===== src/rtl/flu_qdr_wr.sv =====
// FLU-to-QDR write side: packs FLU words into ring-buffer writes and tracks frames.
// WR_PTR only advances past words whose EOP closes a frame, so the reader sees whole frames.
module flu_qdr_wr #(
    parameter int DATA_WIDTH    = 512,
    parameter int SOP_POS_WIDTH = 3,
    parameter int EOP_POS_WIDTH = 6,
    parameter int ADDR_WIDTH    = 20
) (
    input  logic                                                   APP_CLK,
    input  logic                                                   APP_RST,
    input  logic [DATA_WIDTH-1:0]                                  RX_DATA,
    input  logic [SOP_POS_WIDTH-1:0]                               RX_SOP_POS,
    input  logic [EOP_POS_WIDTH-1:0]                               RX_EOP_POS,
    input  logic                                                   RX_SOP,
    input  logic                                                   RX_EOP,
    input  logic                                                   RX_SRC_RDY,
    output logic                                                   RX_DST_RDY,
    output logic [ADDR_WIDTH-1:0]                                  QDR_WR_ADDR,
    output logic [DATA_WIDTH+SOP_POS_WIDTH+EOP_POS_WIDTH+2-1:0]    QDR_WR_DATA,
    output logic                                                   QDR_WR_VLD,
    input  logic                                                   QDR_WR_RDY,
    input  logic [ADDR_WIDTH-1:0]                                  RD_PTR,
    output logic [ADDR_WIDTH-1:0]                                  WR_PTR,
    output logic                                                   PROTO_ERR
);

    localparam int PW = (SOP_POS_WIDTH + 3 > EOP_POS_WIDTH) ? SOP_POS_WIDTH + 3 : EOP_POS_WIDTH;

    typedef enum logic {IDLE, FRAME} state_t;

    state_t                state, state_nxt;
    logic [ADDR_WIDTH-1:0] wa;
    logic [ADDR_WIDTH-1:0] occupancy;
    logic                  full;
    logic                  accept;
    logic                  single;
    logic                  discard;
    logic                  term;
    logic                  err;
    logic                  term_q;
    logic [PW-1:0]         sop_byte;
    logic [PW-1:0]         eop_byte;

    assign occupancy  = wa - RD_PTR;
    assign full       = (occupancy == '1);
    assign RX_DST_RDY = !APP_RST && !full && (!QDR_WR_VLD || QDR_WR_RDY);
    assign accept     = RX_SRC_RDY && RX_DST_RDY;

    // SOP position is in 8-byte blocks; EOP position is in bytes.
    assign sop_byte = PW'({RX_SOP_POS, 3'b000});
    assign eop_byte = PW'(RX_EOP_POS);
    assign single   = RX_SOP && RX_EOP && (eop_byte >= sop_byte);

    always_comb begin
        state_nxt = state;
        discard   = 1'b0;
        term      = 1'b0;
        err       = 1'b0;
        case (state)
            IDLE: begin
                if (!RX_SOP) begin
                    discard = 1'b1;
                    err     = 1'b1;
                end else if (single) begin
                    term = 1'b1;
                end else begin
                    state_nxt = FRAME;
                end
            end
            FRAME: begin
                if (RX_EOP && !RX_SOP) begin
                    term      = 1'b1;
                    state_nxt = IDLE;
                end else if (RX_SOP && RX_EOP && !single) begin
                    // old frame ends in this word and a new one starts after it
                    term = 1'b1;
                end else if (RX_SOP) begin
                    err = 1'b1;
                end
            end
            default: state_nxt = IDLE;
        endcase
    end

    always_ff @(posedge APP_CLK) begin
        if (APP_RST) begin
            state       <= IDLE;
            wa          <= '0;
            WR_PTR      <= '0;
            QDR_WR_VLD  <= 1'b0;
            QDR_WR_ADDR <= '0;
            QDR_WR_DATA <= '0;
            PROTO_ERR   <= 1'b0;
            term_q      <= 1'b0;
        end else begin
            if (QDR_WR_VLD && QDR_WR_RDY && term_q)
                WR_PTR <= QDR_WR_ADDR + ADDR_WIDTH'(1);

            if (accept && !discard) begin
                QDR_WR_VLD  <= 1'b1;
                QDR_WR_ADDR <= wa;
                QDR_WR_DATA <= {RX_EOP, RX_SOP, RX_EOP_POS, RX_SOP_POS, RX_DATA};
                term_q      <= term;
                wa          <= wa + ADDR_WIDTH'(1);
            end else if (QDR_WR_VLD && QDR_WR_RDY) begin
                QDR_WR_VLD <= 1'b0;
            end

            if (accept) begin
                state <= state_nxt;
                if (err)
                    PROTO_ERR <= 1'b1;
            end
        end
    end

endmodule

===== config.mk =====
export PLATFORM = sky130hd
export DESIGN_NAME = flu_qdr_wr
export DESIGN_NICKNAME = d
export VERILOG_FILES = /design/src/rtl/flu_qdr_wr.sv
export SDC_FILE = /design/constraint.sdc
export NUM_CORES = 1
export LEC_CHECK = 0
export BUFFER_PORTS_ARGS = -buffer_cell sky130_fd_sc_hd__buf_4
export CAP_MARGIN = 40
export CELL_PAD_IN_SITES_DETAIL_PLACEMENT = 2
export CELL_PAD_IN_SITES_GLOBAL_PLACEMENT = 2
export CORE_AREA = 2 2 429 431
export DETAILED_ROUTE_END_ITERATION = 6
export DIE_AREA = 0 0 431 433
export GPL_TIMING_DRIVEN = 0
export PLACE_DENSITY = 0.47
export SLEW_MARGIN = 10
export SYNTH_ARGS = -nofsm -noshare
export SYNTH_HDL_FRONTEND = slang
export SYNTH_SLANG_ARGS = --single-unit

===== constraint.sdc =====
create_clock -name APP_CLK -period 6.99 [get_ports APP_CLK]
set_input_delay 0.3495 -clock APP_CLK [delete_from_list [all_inputs] [get_ports APP_CLK]]
set_output_delay 0.3495 -clock APP_CLK [all_outputs]
set_load 0.005 [all_outputs]

After elaboration in Yosys (flattened, before gate mapping). Cells that the tools add are included.

Register bits: 587. Input bits: 547. Output and inout bits: 566. Logic and storage cells: 50.

Add/sub/neg operators: 3. Magnitude comparators: 1. Equal/unequal tests: 1. Multiplexer cells: 17. Bitwise operators: 1. Reductions and logical operators: 19.

Operator list (count): 20-bit by 1-bit adder with 20-bit output (second input constant) (2); 20-bit == test (second input constant) (1); 20-bit subtractor (1); 1-bit two-way mux (14); 1-bit logical AND (10); 6-bit greater-or-equal comparator (1); 1-bit zero test (6); 1-bit case mux with 2 select lines (3); 2-bit AND reduction (1); 2-bit nonzero test (1); 1-bit logical OR (1); 1-bit NOT (1).

Longest topological paths before layout.
Depth in word-level cells: 8. Depth in mapped cells: 16. Mapped depth without buffers: 12.

Least setup slack after synthesis. Ideal clock, no wire load.

Kind: register -> output. Start point: register wa[0]. End point: output RX_DST_RDY. Arrival: 3605 ps. Data required time: 6641 ps. Slack: 3035 ps. Stages on the path, launching flop included: 15. Cells stage by stage: dfxtp_1 inv_1 ha_1 fa_1 xor2_1 or4_1 nor4_1 nand4_1 or4_1 or4b_1 or2_1 buf_2 buf_6 buf_2 and2_1.

Word-level cells in the longest chain between the ends: 5.

Ends and longest elaborated chain: from (decl) (RTL line 32) `logic [ADDR_WIDTH-1:0] wa;`; from (signal assigned) (RTL line 104) `wa <= wa + ADDR_WIDTH'(1);`; 20-bit subtractor (RTL line 44) `assign occupancy = wa - RD_PTR;`; 20-bit == test (RTL line 45) `assign full = (occupancy == '1);`; 1-bit zero test (RTL line 46) `assign RX_DST_RDY = !APP_RST && !full && (!QDR_WR_VLD || QDR_WR_RDY);`; 1-bit logical AND (2 in a row) (RTL line 46); to (decl) (RTL line 17) `output logic RX_DST_RDY,`.

No other way between the ends.

Final worst setup path. Ends and elaborated chain as after synthesis.

==> summary.md <==
| Metric | Value |
|---|---|
| Final HPWL DP | `144000 um` |
| Setup repair after global routing missed its margin | `no` |
| Count of routing violations after the opening detailed-route iteration | `between 1000 and 1500` |
| Most common library cell in the layout ignoring fill and taps | `sky130_fd_sc_hd__buf_4` |
| Initial Util | `0.132` |
| Count of flip-flops with a built-in enable after synthesis | `0` |
| Sw power | `~2.6 mW` |
| Standard cell core area | `182000 um2` |
| Cell type with the highest aggregate area in the netlist | `sky130_fd_sc_hd__dfxtp_1` |
| Arrival time at the worst endpoint | `around 5.4 ns` |
| Mapped Area | `between 20000 and 25000 um2` |
| Leakage dissipation | `roughly 18 nW` |
| Worst skew pair latency | `~0.7 ns` |
| Peak Freq | `174 MHz` |
| CTS tree | `yes` |
| Placement Cell Area | `roughly 36000 um2` |
| Nets@finish | `5188` |
| Number of global-route vias before repair | `roughly 32000` |
| Overall via count from detail_route | `between 20000 and 30000` |
| Largest net degree at the start of global routing | `12` |
| Primary flip-flop cell chosen by synthesis mapping | `sky130_fd_sc_hd__dfxtp_1` |
| PwrDens | `around 220 nW/um2` |
| Main area contributors after synthesis | `sky130_fd_sc_hd__dfxtp_1 49%, sky130_fd_sc_hd__o21ai_0 11%, sky130_fd_sc_hd__a21oi_1 10%` |
| Post-route minimum period | `approximately 5.8 ns` |
| Total setup violations reported at the end of the flow | `0` |
| Post-Synthesis Net Count | `roughly 3500` |
| Clock power share | `0.487` |
| Initial DRT Pass Iterations | `4` |
| Weighted congestion reported at the end of routability-driven placement | `between 0.8 and 0.9` |
| Maximum clock insertion buffer count | `3` |
| Design Area, Final | `between 40000 and 50000 um2` |
| Layout overhead on the synthesized area | `81.9%` |
| Gr ovfl total | `0` |
| Share of the synthesized area in the top cell type | `0.489` |
| Clock slew at the register clock pins of the worst setup and hold paths | `about 0.060 ns` |
| Reg-to-reg critical path startpoint | `wa[0]` |
| Ys Warns | `0` |
| Number of different library cells in the post-synthesis netlist | `62` |
| Sum of negative setup slack | `0 ns` |
| Setup clock skew after layout | `about 0.046 ns` |
| Proportion of power drawn by combinational gates | `0.141` |
| Post-Syn Instances | `~2900` |
| Width of the die | `~430 um` |
| Worst Setup Path Type | `reg -> out` |
| Post-Syn Area per Cell | `approximately 8.3 um2` |
| Number of nets with antenna violations after detailed routing | `0` |
| Num Clock Sinks | `between 500 and 600` |
| Crit. End Element | `output pin` |
| Slew at the pin with the worst max-slew slack | `approximately 0.87 ns` |
| Proportion of synthesized chip area in sequential cells | `0.489` |
| Result of the run | `finished clean` |
| Startpoint of the most critical hold path | `RX_DATA[138]` |
| Routed WL | `about 180000 um` |
| Max Fanout on Critical Path | `10` |
| Sw frac | `0.267` |
| Number of input and output port buffers inserted | `1112` |
| Inserted Clock Buffers | `84` |
| Number of non-filler instances in the completed layout | `a little over 7000` |
| Period utilization | `0.824` |
| Clock root buffer | `sky130_fd_sc_hd__clkbuf_16` |
| Drt via density | `~4.2` |
| H-tree depth | `3` |
| Asr flop ratio synth | `0` |
| Proportion of power drawn by flip-flops and latches | `0.372` |
| Die height | `roughly 430 um` |
| Total number of placement rows | `157` |
| Quantity of gates resized following cts | `0` |
| Global-route wire length before repair | `around 250000 um` |
| Rel. slew slack | `0.412` |
| Post-route worst hold slack | `roughly 0.07 ns` |
| Reg2reg end | `QDR_WR_DATA[138]` |
| WP data required | `6.64 ns` |
| Overall fraction of global-route tracks in use | `0.186` |
| Worst supply voltage drop on vdd | `approximately 0.19 mV` |
| Int Power | `approximately 7 mW` |
| Count of maximum capacitance violations | `0` |
| Residual DRC | `0` |
| Number of endpoints with negative hold slack in the final report | `0` |
| Number of antenna violations at the first check in global routing | `54` |
| Launching element type of the critical path | `flip-flop` |
| Post-detailed-route wirelength per cell | `about 26 um` |
| Setup slack of the most critical reg-to-reg path | `~1.9 ns` |
| Worst-case reg-to-reg path depth | `14` |
| End point of the worst hold path | `QDR_WR_DATA[138]` |
| Commonest cells after routing, fill and taps aside | `1114 x sky130_fd_sc_hd__buf_4, 587 x sky130_fd_sc_hd__dfxtp_1, 523 x sky130_fd_sc_hd__dlygate4sd3_1, 509 x sky130_fd_sc_hd__o21ai_0, 500 x sky130_fd_sc_hd__a21oi_1` |
| Number of placed instances, taps included | `6391` |
| Worst min path class | `in -> reg` |
| Total Power | `about 9.5 mW` |
| Full die area | `between 150000 and 200000 um2` |
| Final Max Slew Viols | `0` |
| Worst hold path depth | `3` |
| Number of top-level pins | `about 1100` |
| Flip-flop and latch count after synthesis | `587` |
| Fraction of layout cells with a size suffix above 1 | `0.305` |
state kept, by name, indices dropped and copies added, names as in the netlist:
signal       flops
QDR_WR_DATA    523
PROTO_ERR        1
state            1
QDR_WR_ADDR     20
term_q           1
wa              20
WR_PTR          20
QDR_WR_VLD       1
cells in the mapped netlist, types with 2 or more instances:
master / instances
sky130_fd_sc_hd__xor2_1: 16
sky130_fd_sc_hd__o21a_1: 2
sky130_fd_sc_hd__nor3_1: 12
sky130_fd_sc_hd__mux2_2: 62
sky130_fd_sc_hd__xnor2_1: 7
sky130_fd_sc_hd__nor2b_1: 78
sky130_fd_sc_hd__nand2b_1: 14
sky130_fd_sc_hd__ha_1: 25
sky130_fd_sc_hd__o21ai_1: 10
sky130_fd_sc_hd__a21oi_1: 500
sky130_fd_sc_hd__nor2_1: 54
sky130_fd_sc_hd__buf_2: 85
sky130_fd_sc_hd__o32ai_1: 2
sky130_fd_sc_hd__or2_2: 6
sky130_fd_sc_hd__a211oi_1: 25
sky130_fd_sc_hd__nand3_1: 492
sky130_fd_sc_hd__o21ai_0: 509
sky130_fd_sc_hd__a21o_1: 9
sky130_fd_sc_hd__a211o_1: 2
sky130_fd_sc_hd__buf_6: 7
sky130_fd_sc_hd__and3_1: 14
sky130_fd_sc_hd__and4_1: 2
sky130_fd_sc_hd__o31ai_1: 7
sky130_fd_sc_hd__o22ai_1: 2
sky130_fd_sc_hd__inv_1: 36
sky130_fd_sc_hd__a31oi_1: 3
sky130_fd_sc_hd__buf_1: 47
sky130_fd_sc_hd__or4_1: 8
sky130_fd_sc_hd__o2111ai_1: 3
sky130_fd_sc_hd__nand4_1: 15
sky130_fd_sc_hd__mux2_1: 4
sky130_fd_sc_hd__nand2_1: 31
sky130_fd_sc_hd__nor4_1: 5
sky130_fd_sc_hd__buf_4: 2
sky130_fd_sc_hd__and2_1: 5
sky130_fd_sc_hd__clkbuf_1: 162
sky130_fd_sc_hd__mux2i_1: 9
sky130_fd_sc_hd__dfxtp_1: 587
how the worst max path moves through the flow:
stage,slack (ns),cells after the start,start,endpoint
global route,0.85,15,wa[0],RX_DST_RDY
global placement,1.77,14,wa[0],QDR_WR_DATA[138]
detailed placement,1.81,14,wa[0],QDR_WR_DATA[138]
finish,1.23,14,wa[0],RX_DST_RDY
floorplan,3.04,14,wa[0],RX_DST_RDY
CTS,1.05,14,wa[0],RX_DST_RDY
power groups by stage:
stage | clock, mW | combinational [mW] | sequential, mW
after floorplan | 0 | 0.330 | 3.62
after global placement | 0 | 1.07 | 3.62
after detailed placement | 0 | 1.08 | 3.62
after CTS | 4.81 | 1.36 | 3.55
after global routing | 4.93 | 1.44 | 3.57
final | 4.65 | 1.34 | 3.55
metrics by stage:
stage | utilization | setup WS [ns]
floorplan | - | 3.04
global placement | 0.194 | 1.77
detailed placement | 0.195 | 1.81
CTS | 0.240 | 1.05
global route | 0.240 | 0.851
finish | 0.240 | 1.23
cell families (layout without fill, tap and decap cells):
kind of cell,Yosys count,after routing,share of synthesized area
compound gates,1090,1090,0.235
xor+xnor,23,23,0.00838
fa+ha+maj,26,26,0.0138
buf+inv,339,2137,0.0598
flops,587,587,0.489
mux,75,75,0.0347
other cells,0,18,0
simple gates,743,743,0.159
layout make-up:
type                    instances  area (um2)
clock inverters                23         333
fillers                     20900      138000
multi-input cells            1957       10900
plain buffers                 303        1310
diodes                         18        45.0
repair buffers               1646       13700
flip-flops and latches        587       11800
well taps                    2385        2980
clock buffers                 129        2610
inverters                      36         135
metal layers:
metal	global-route usage	vias up	part of all wire
li1	-	13800	-
met3	0.0396	248	0.052
met4	0.0756	28	0.039
met2	0.329	778	0.50
met1	0.217	14800	0.41
met5	0	-	0.0011
critical path, cell delays in order, from the launching register on:
cell and delay, ns:
sky130_fd_sc_hd__dfxtp_1 0.32, sky130_fd_sc_hd__inv_1 0.18, sky130_fd_sc_hd__ha_1 0.26, sky130_fd_sc_hd__fa_1 0.44, sky130_fd_sc_hd__or4_1 0.55, sky130_fd_sc_hd__nor4_1 0.39
sky130_fd_sc_hd__nand4_1 0.16, sky130_fd_sc_hd__or4_1 0.41, sky130_fd_sc_hd__or4b_1 0.51, sky130_fd_sc_hd__or2_1 0.30, sky130_fd_sc_hd__buf_2 0.36, sky130_fd_sc_hd__buf_6 0.27
sky130_fd_sc_hd__buf_2 0.20, sky130_fd_sc_hd__and2_1 0.18, sky130_fd_sc_hd__buf_4 0.14
repair_timing:
item | 4_1_cts | 5_1_grt
buffers inserted | 0 | 0
hold buffers | 523 | 0
hold endpoints to repair | 525 | 0
(Power assumes the default switching activity.)
